==> src/rtl/uart_rx_core.sv <==
// UART receive engine: 2-flop line synchroniser, mid-bit sampling on the oversample tick,
// optional parity and stop-bit checks, and a single-word valid/ready holding register.
module uart_rx_core #(
    parameter int unsigned DATA_BITS  = 8,
    parameter int unsigned OVERSAMPLE = 16,
    parameter int unsigned PARITY_EN  = 0,
    parameter int unsigned PARITY_ODD = 0,
    parameter int unsigned STOP_BITS  = 1
) (
    input  logic                 clk,
    input  logic                 rst_n,
    input  logic                 tick,
    input  logic                 rx,
    output logic [DATA_BITS-1:0] rx_data,
    output logic                 rx_valid,
    input  logic                 rx_ready,
    output logic                 parity_err,
    output logic                 frame_err,
    output logic                 overrun,
    output logic                 rx_busy
);

    localparam int unsigned SW = $clog2(OVERSAMPLE);
    localparam int unsigned BW = 4;
    localparam logic [SW-1:0] S_MID    = SW'(OVERSAMPLE / 2 - 1);
    localparam logic [SW-1:0] S_END    = SW'(OVERSAMPLE - 1);
    localparam logic [BW-1:0] B_DATA   = BW'(DATA_BITS - 1);
    localparam logic [BW-1:0] B_STOP   = BW'(STOP_BITS - 1);
    localparam logic          ODD_PAR  = 1'(PARITY_ODD);

    typedef enum logic [2:0] {
        IDLE   = 3'd0,
        START  = 3'd1,
        DATA   = 3'd2,
        PARITY = 3'd3,
        STOP   = 3'd4
    } state_t;

    state_t                 state, state_d;
    logic                   rx_m, rx_s;
    logic [SW-1:0]          s_cnt;
    logic [BW-1:0]          b_cnt;
    logic [DATA_BITS-1:0]   shreg;
    logic                   perr_r, ferr_r;
    logic                   mid_tick, end_tick, commit_c;

    assign mid_tick = tick && (s_cnt == S_MID);
    assign end_tick = tick && (s_cnt == S_END);
    assign rx_busy  = (state != IDLE);

    // Line synchroniser, resets to the idle (mark) level
    always_ff @(posedge clk or negedge rst_n) begin
        if (!rst_n) begin
            rx_m <= 1'b1;
            rx_s <= 1'b1;
        end else begin
            rx_m <= rx;
            rx_s <= rx_m;
        end
    end

    always_ff @(posedge clk or negedge rst_n) begin
        if (!rst_n) state <= IDLE;
        else        state <= state_d;
    end

    always_comb begin
        state_d  = state;
        commit_c = 1'b0;
        case (state)
            IDLE:   if (!rx_s) state_d = START;
            START:  if (mid_tick) state_d = rx_s ? IDLE : DATA;
            DATA:   if (end_tick && (b_cnt == B_DATA))
                        state_d = (PARITY_EN != 0) ? PARITY : STOP;
            PARITY: if (end_tick) state_d = STOP;
            STOP:   if (end_tick && (b_cnt == B_STOP)) begin
                        state_d  = IDLE;
                        commit_c = 1'b1;
                    end
            default: state_d = IDLE;
        endcase
    end

    // Bit timing, shift register and per-frame error accumulation
    always_ff @(posedge clk or negedge rst_n) begin
        if (!rst_n) begin
            s_cnt  <= '0;
            b_cnt  <= '0;
            shreg  <= '0;
            perr_r <= 1'b0;
            ferr_r <= 1'b0;
        end else begin
            case (state)
                IDLE: begin
                    s_cnt <= '0;
                    b_cnt <= '0;
                end
                START: if (tick) begin
                    if (mid_tick) begin
                        s_cnt  <= '0;
                        b_cnt  <= '0;
                        perr_r <= 1'b0;
                        ferr_r <= 1'b0;
                    end else begin
                        s_cnt <= s_cnt + SW'(1);
                    end
                end
                DATA, PARITY, STOP: if (tick) begin
                    if (end_tick) begin
                        s_cnt <= '0;
                        if (state == DATA) begin
                            shreg <= {rx_s, shreg[DATA_BITS-1:1]};
                            b_cnt <= (b_cnt == B_DATA) ? '0 : b_cnt + BW'(1);
                        end else if (state == PARITY) begin
                            perr_r <= ((^shreg) ^ rx_s) != ODD_PAR;
                            b_cnt  <= '0;
                        end else begin
                            if (!rx_s) ferr_r <= 1'b1;
                            b_cnt <= b_cnt + BW'(1);
                        end
                    end else begin
                        s_cnt <= s_cnt + SW'(1);
                    end
                end
                default: begin
                    s_cnt <= '0;
                    b_cnt <= '0;
                end
            endcase
        end
    end

    // Holding register: a commit wins over a plain read, a full register drops the new word
    always_ff @(posedge clk or negedge rst_n) begin
        if (!rst_n) begin
            rx_data    <= '0;
            rx_valid   <= 1'b0;
            parity_err <= 1'b0;
            frame_err  <= 1'b0;
            overrun    <= 1'b0;
        end else begin
            overrun <= 1'b0;
            if (commit_c) begin
                if (!rx_valid || rx_ready) begin
                    rx_data    <= shreg;
                    parity_err <= perr_r;
                    frame_err  <= ferr_r | ~rx_s;
                    rx_valid   <= 1'b1;
                end else begin
                    overrun <= 1'b1;
                end
            end else if (rx_valid && rx_ready) begin
                rx_valid <= 1'b0;
            end
        end
    end

endmodule

==> config.mk <==
export PLATFORM = sky130hd
export DESIGN_NAME = uart_rx_core
export DESIGN_NICKNAME = d
export VERILOG_FILES = /design/src/rtl/uart_rx_core.sv
export SDC_FILE = /design/constraint.sdc
export NUM_CORES = 1
export LEC_CHECK = 0
export ABC_AREA = 1
export CAP_MARGIN = 20
export CELL_PAD_IN_SITES_DETAIL_PLACEMENT = 1
export CELL_PAD_IN_SITES_GLOBAL_PLACEMENT = 2
export CORE_MARGIN = 5
export CORE_UTILIZATION = 30
export CTS_CLUSTER_DIAMETER = 80
export DETAILED_ROUTE_END_ITERATION = 7
export PLACE_DENSITY_LB_ADDON = 0.1
export REMOVE_ABC_BUFFERS = 1
export SETUP_SLACK_MARGIN = 0.3
export SLEW_MARGIN = 20
export SYNTH_ARGS = -nofsm -noshare
export SYNTH_HDL_FRONTEND = slang
export SYNTH_SLANG_ARGS = --single-unit
==> constraint.sdc <==
create_clock -name clk -period 1.48 [get_ports clk]
set_input_delay 0.37 -clock clk [delete_from_list [all_inputs] [get_ports clk]]
set_output_delay 0.37 -clock clk [all_outputs]
set_load 0.01 [all_outputs]
==> impl_metrics.py <==
metrics = {
    "global_route": {
        "overflow": 0,
        "grt_usage_pct": 14.71,
        "grt_pass1_vias": 1769,
        "grt_pass1_wl_um": 8521,
        "met2_usage_pct": 28.36,
        "grt_start_max_net_pins": 21,
        "grt.busiest_layer": "met2",
        "gr-usage-met1_pct": 15.39,
        "antenna_found_initial": 0,
        "use_met3_pct": 3.311,
    },
    "outcome": {
        "violations": "negative setup slack",
        "outcome": "finished, violations left",
    },
    "floorplan": {
        "coreArea_mm2": 0.005851,
        "dieWidth_um": 87.31,
        "die_area_mm2": 0.007623,
        "start_util_pct": 30.65,
        "ios": 18,
        "die_y_um": 87.31,
        "placementRows": 28,
    },
    "yosys": {
        "ys_warn_count": 0,
        "syn_area_per_cell_um2": 8.339,
        "ys_seq_elements": 35,
        "synth.distinct_cells": 27,
        "synth_area_leaders": "dfrtp_1 46%, nand2_1 14%, inv_1 7.1%",
        "synth_top_area_share_pct": 46.06,
        "synth-seq-area-share_pct": 48.99,
        "synth_cells": 215,
        "yosys.area.top_type": "dfrtp_1",
        "syn_area_mm2": 0.001793,
    },
    "drt": {
        "ant_nets": 0,
        "routedWlPerCell_um": 14.99,
        "vias_per_cell": 4.552,
        "drt_iter0_drc": 56,
        "drt-pass1-iter-count": 4,
        "drc_errors": 0,
        "num_vias": 1648,
        "routed_wl_um": 5427,
    },
    "clock_network": {
        "cts_buffer_depth": 2,
        "cts_sinks": 35,
        "cts_root_buf": "clkbuf_8",
        "clk_pin_slew_ns": 0.07,
        "htreeDepth": 2,
        "cts_tree": "yes",
        "cts_buffers": 5,
        "worstSkewPairLatency_ns": 0.30,
    },
    "worst_setup_path": {
        "startpoint_type": "flop",
        "reg2regPathDepth": 10,
        "required_ns": 1.11,
        "crit_type": "reg -> out",
        "cp.arrival_ns": 1.13,
        "endpoint_kind": "output pin",
        "r2r_start": "state[2]",
        "worstReg2RegEnd": "s_cnt[3]",
        "crit_fanout": 2,
        "rrSetupSlack_ns": -0.01,
    },
    "timing": {
        "clock_skew_ns": 0.008495,
        "max_slew_margin_pct": 82.31,
        "rsz0062_at_grt": "true",
        "final-hold-violation-count": 0,
        "tightest_slew_ns": 0.2653,
        "setup_viol": 3,
        "min_period_over_period_pct": 101.5,
        "clock.fmax_mhz": 665.5,
        "tns_ns": -0.03922,
        "layout_min_cycle_time_ns": 1.503,
        "slew_violations": 0,
        "setup_slack_ns": -0.02264,
    },
    "power_and_ir_drop": {
        "peakVddDrop_mv": 0.6285,
        "power.total_w": 0.003399,
        "combPwrFrac_pct": 45.6,
        "p_leak_nw": 1.401,
        "swShare_pct": 38.06,
        "p_int_w": 0.002105,
        "p_clk_share_pct": 21.5,
        "p_per_area_mw_per_mm2": 1181,
        "p_seq_share_pct": 32.8,
        "netSwitchingPower_w": 0.001294,
    },
    "job": {
        "drv_cap": 0,
    },
    "worst_hold_path": {
        "hold_path.class": "reg -> reg",
        "holdPathEnd": "rx_s",
        "hp-start": "rx_m",
        "holdPathStages": 0,
    },
    "finish": {
        "antenna_cells": 0,
        "fin_nets": 294,
        "final_util_pct": 49.21,
        "fill_cells": 673,
        "syn_to_final_growth_pct": 60.57,
        "multi_input_area_mm2": 0.001057,
        "drive_above_1_share_pct": 50.52,
        "final_common_cell": "nand2_1",
        "final_cell_mix": "43 x nand2_1, 33 x dfrtp_1, 31 x buf_4",
        "register_area_um2": 878.3,
    },
    "placed_design": {
        "pre_cts_slack_ns": -0.3746,
        "dp_hpwl_um": 3287,
        "gp_congestion": 0.7601,
        "numPortBuffers": 17,
    },
}
==> per-layer routing <==
metal	wire [um]	vias to the layer above
met4	82	0
li1	-	816
met1	2151	812
met3	148	6
met2	3045	14
met5	0	-
==> cells in the mapped netlist <==
cell and instances:
a21oi_1 3, a22oi_1 1, buf_12 1, buf_2 1, buf_6 1, dfrtp_1 33, dfstp_2 2, ha_1 3
inv_1 34, inv_2 2, inv_4 2, nand2_1 66, nand2_2 1, nand2_4 1, nand3_1 17, nand3_4 1
nand3b_1 1, nand4_1 4, nand4_4 1, nor2_1 6, nor2_2 2, nor2_4 2, nor3_1 4, o21ai_0 7
o21ai_1 8, o21ai_2 8, xor2_1 3
==> cell families (layout without fill, tap and decap cells) <==
logic type / after synthesis / count (layout) / synth area share [%]
XOR/XNOR: 3 / 3 / 1.466
AO/OA/AOI/OAI: 27 / 27 / 9.351
buffers and inverters: 41 / 113 / 10.26
adder cells (fa/ha/maj): 3 / 3 / 2.094
AND/OR/NAND/NOR: 106 / 106 / 27.84
flip-flops: 35 / 35 / 48.99
==> how the worst max path moves through the flow <==
stage,startpoint,to,cells after the start
final,state[1],rx_busy,3
after global routing,state[2],s_cnt[3],10
after CTS,state[2],rx_busy,3
after detailed placement,tick,b_cnt[1],7
after global placement,tick,b_cnt[3],7
after floorplan,s_cnt[0],rx_data[0],8
==> per-stage QoR <==
| step | hold WS [ns] | instances | area (um^2) |
|---|---|---|---|
| 3_5_place_dp | 0.3551 | 322 | 2168 |
| 3_3_place_gp | 0.3478 | 322 | 2168 |
| 2_1_floorplan | 0.07441 | 212 | 1757 |
| 6_report | 0.3557 | 362 | 2879 |
| 4_1_cts | 0.3575 | 351 | 2640 |
| 5_1_grt | 0.3572 | 362 | 2879 |
==> sequential cells by signal, summed over array words and instances, names as in the netlist <==
signal      count
perr_r          1
s_cnt           4
state           3
b_cnt           4
rx_s            1
rx_valid        1
shreg           8
overrun         1
frame_err       1
rx_data         8
parity_err      1
rx_m            1
ferr_r          1
==> power groups by stage <==
stage / Combinational, W / Clock, W / Sequential, W
6_report: 0.00155 / 0.000732 / 0.00112
5_1_grt: 0.00167 / 0.000808 / 0.00113
4_1_cts: 0.00134 / 0.000770 / 0.00110
3_5_place_dp: 0.000873 / 0 / 0.00111
3_3_place_gp: 0.000861 / 0 / 0.00110
2_1_floorplan: 0.000482 / 0 / 0.00112
==> cell type report <==
cell class,count,area share (%)
Multi-Input combinational cell,139,36.72
Sequential cell,35,30.51
Timing Repair Buffer,65,19.90
Inverter,38,5.910
Tap cell,75,3.259
Clock buffer,7,2.999
Timing Repair inverter,2,0.5215
Clock inverter,1,0.1738
==> worst max-delay path, stage by stage (launching register included) <==
cell and delay (ns):
dfrtp_1 0.43, nor3_4 0.22, inv_1 0.06, buf_2 0.13
==> repair_timing <==
action / CTS / global route
cloned: 2 / 1
pin swaps: 9 / 14
hold buffers: 0 / 0
resized for setup: 136 / 37
buffers inserted: 19 / 10
setup endpoints to repair: 46 / 45
Note: power is estimated with default switching activity, not from simulation.
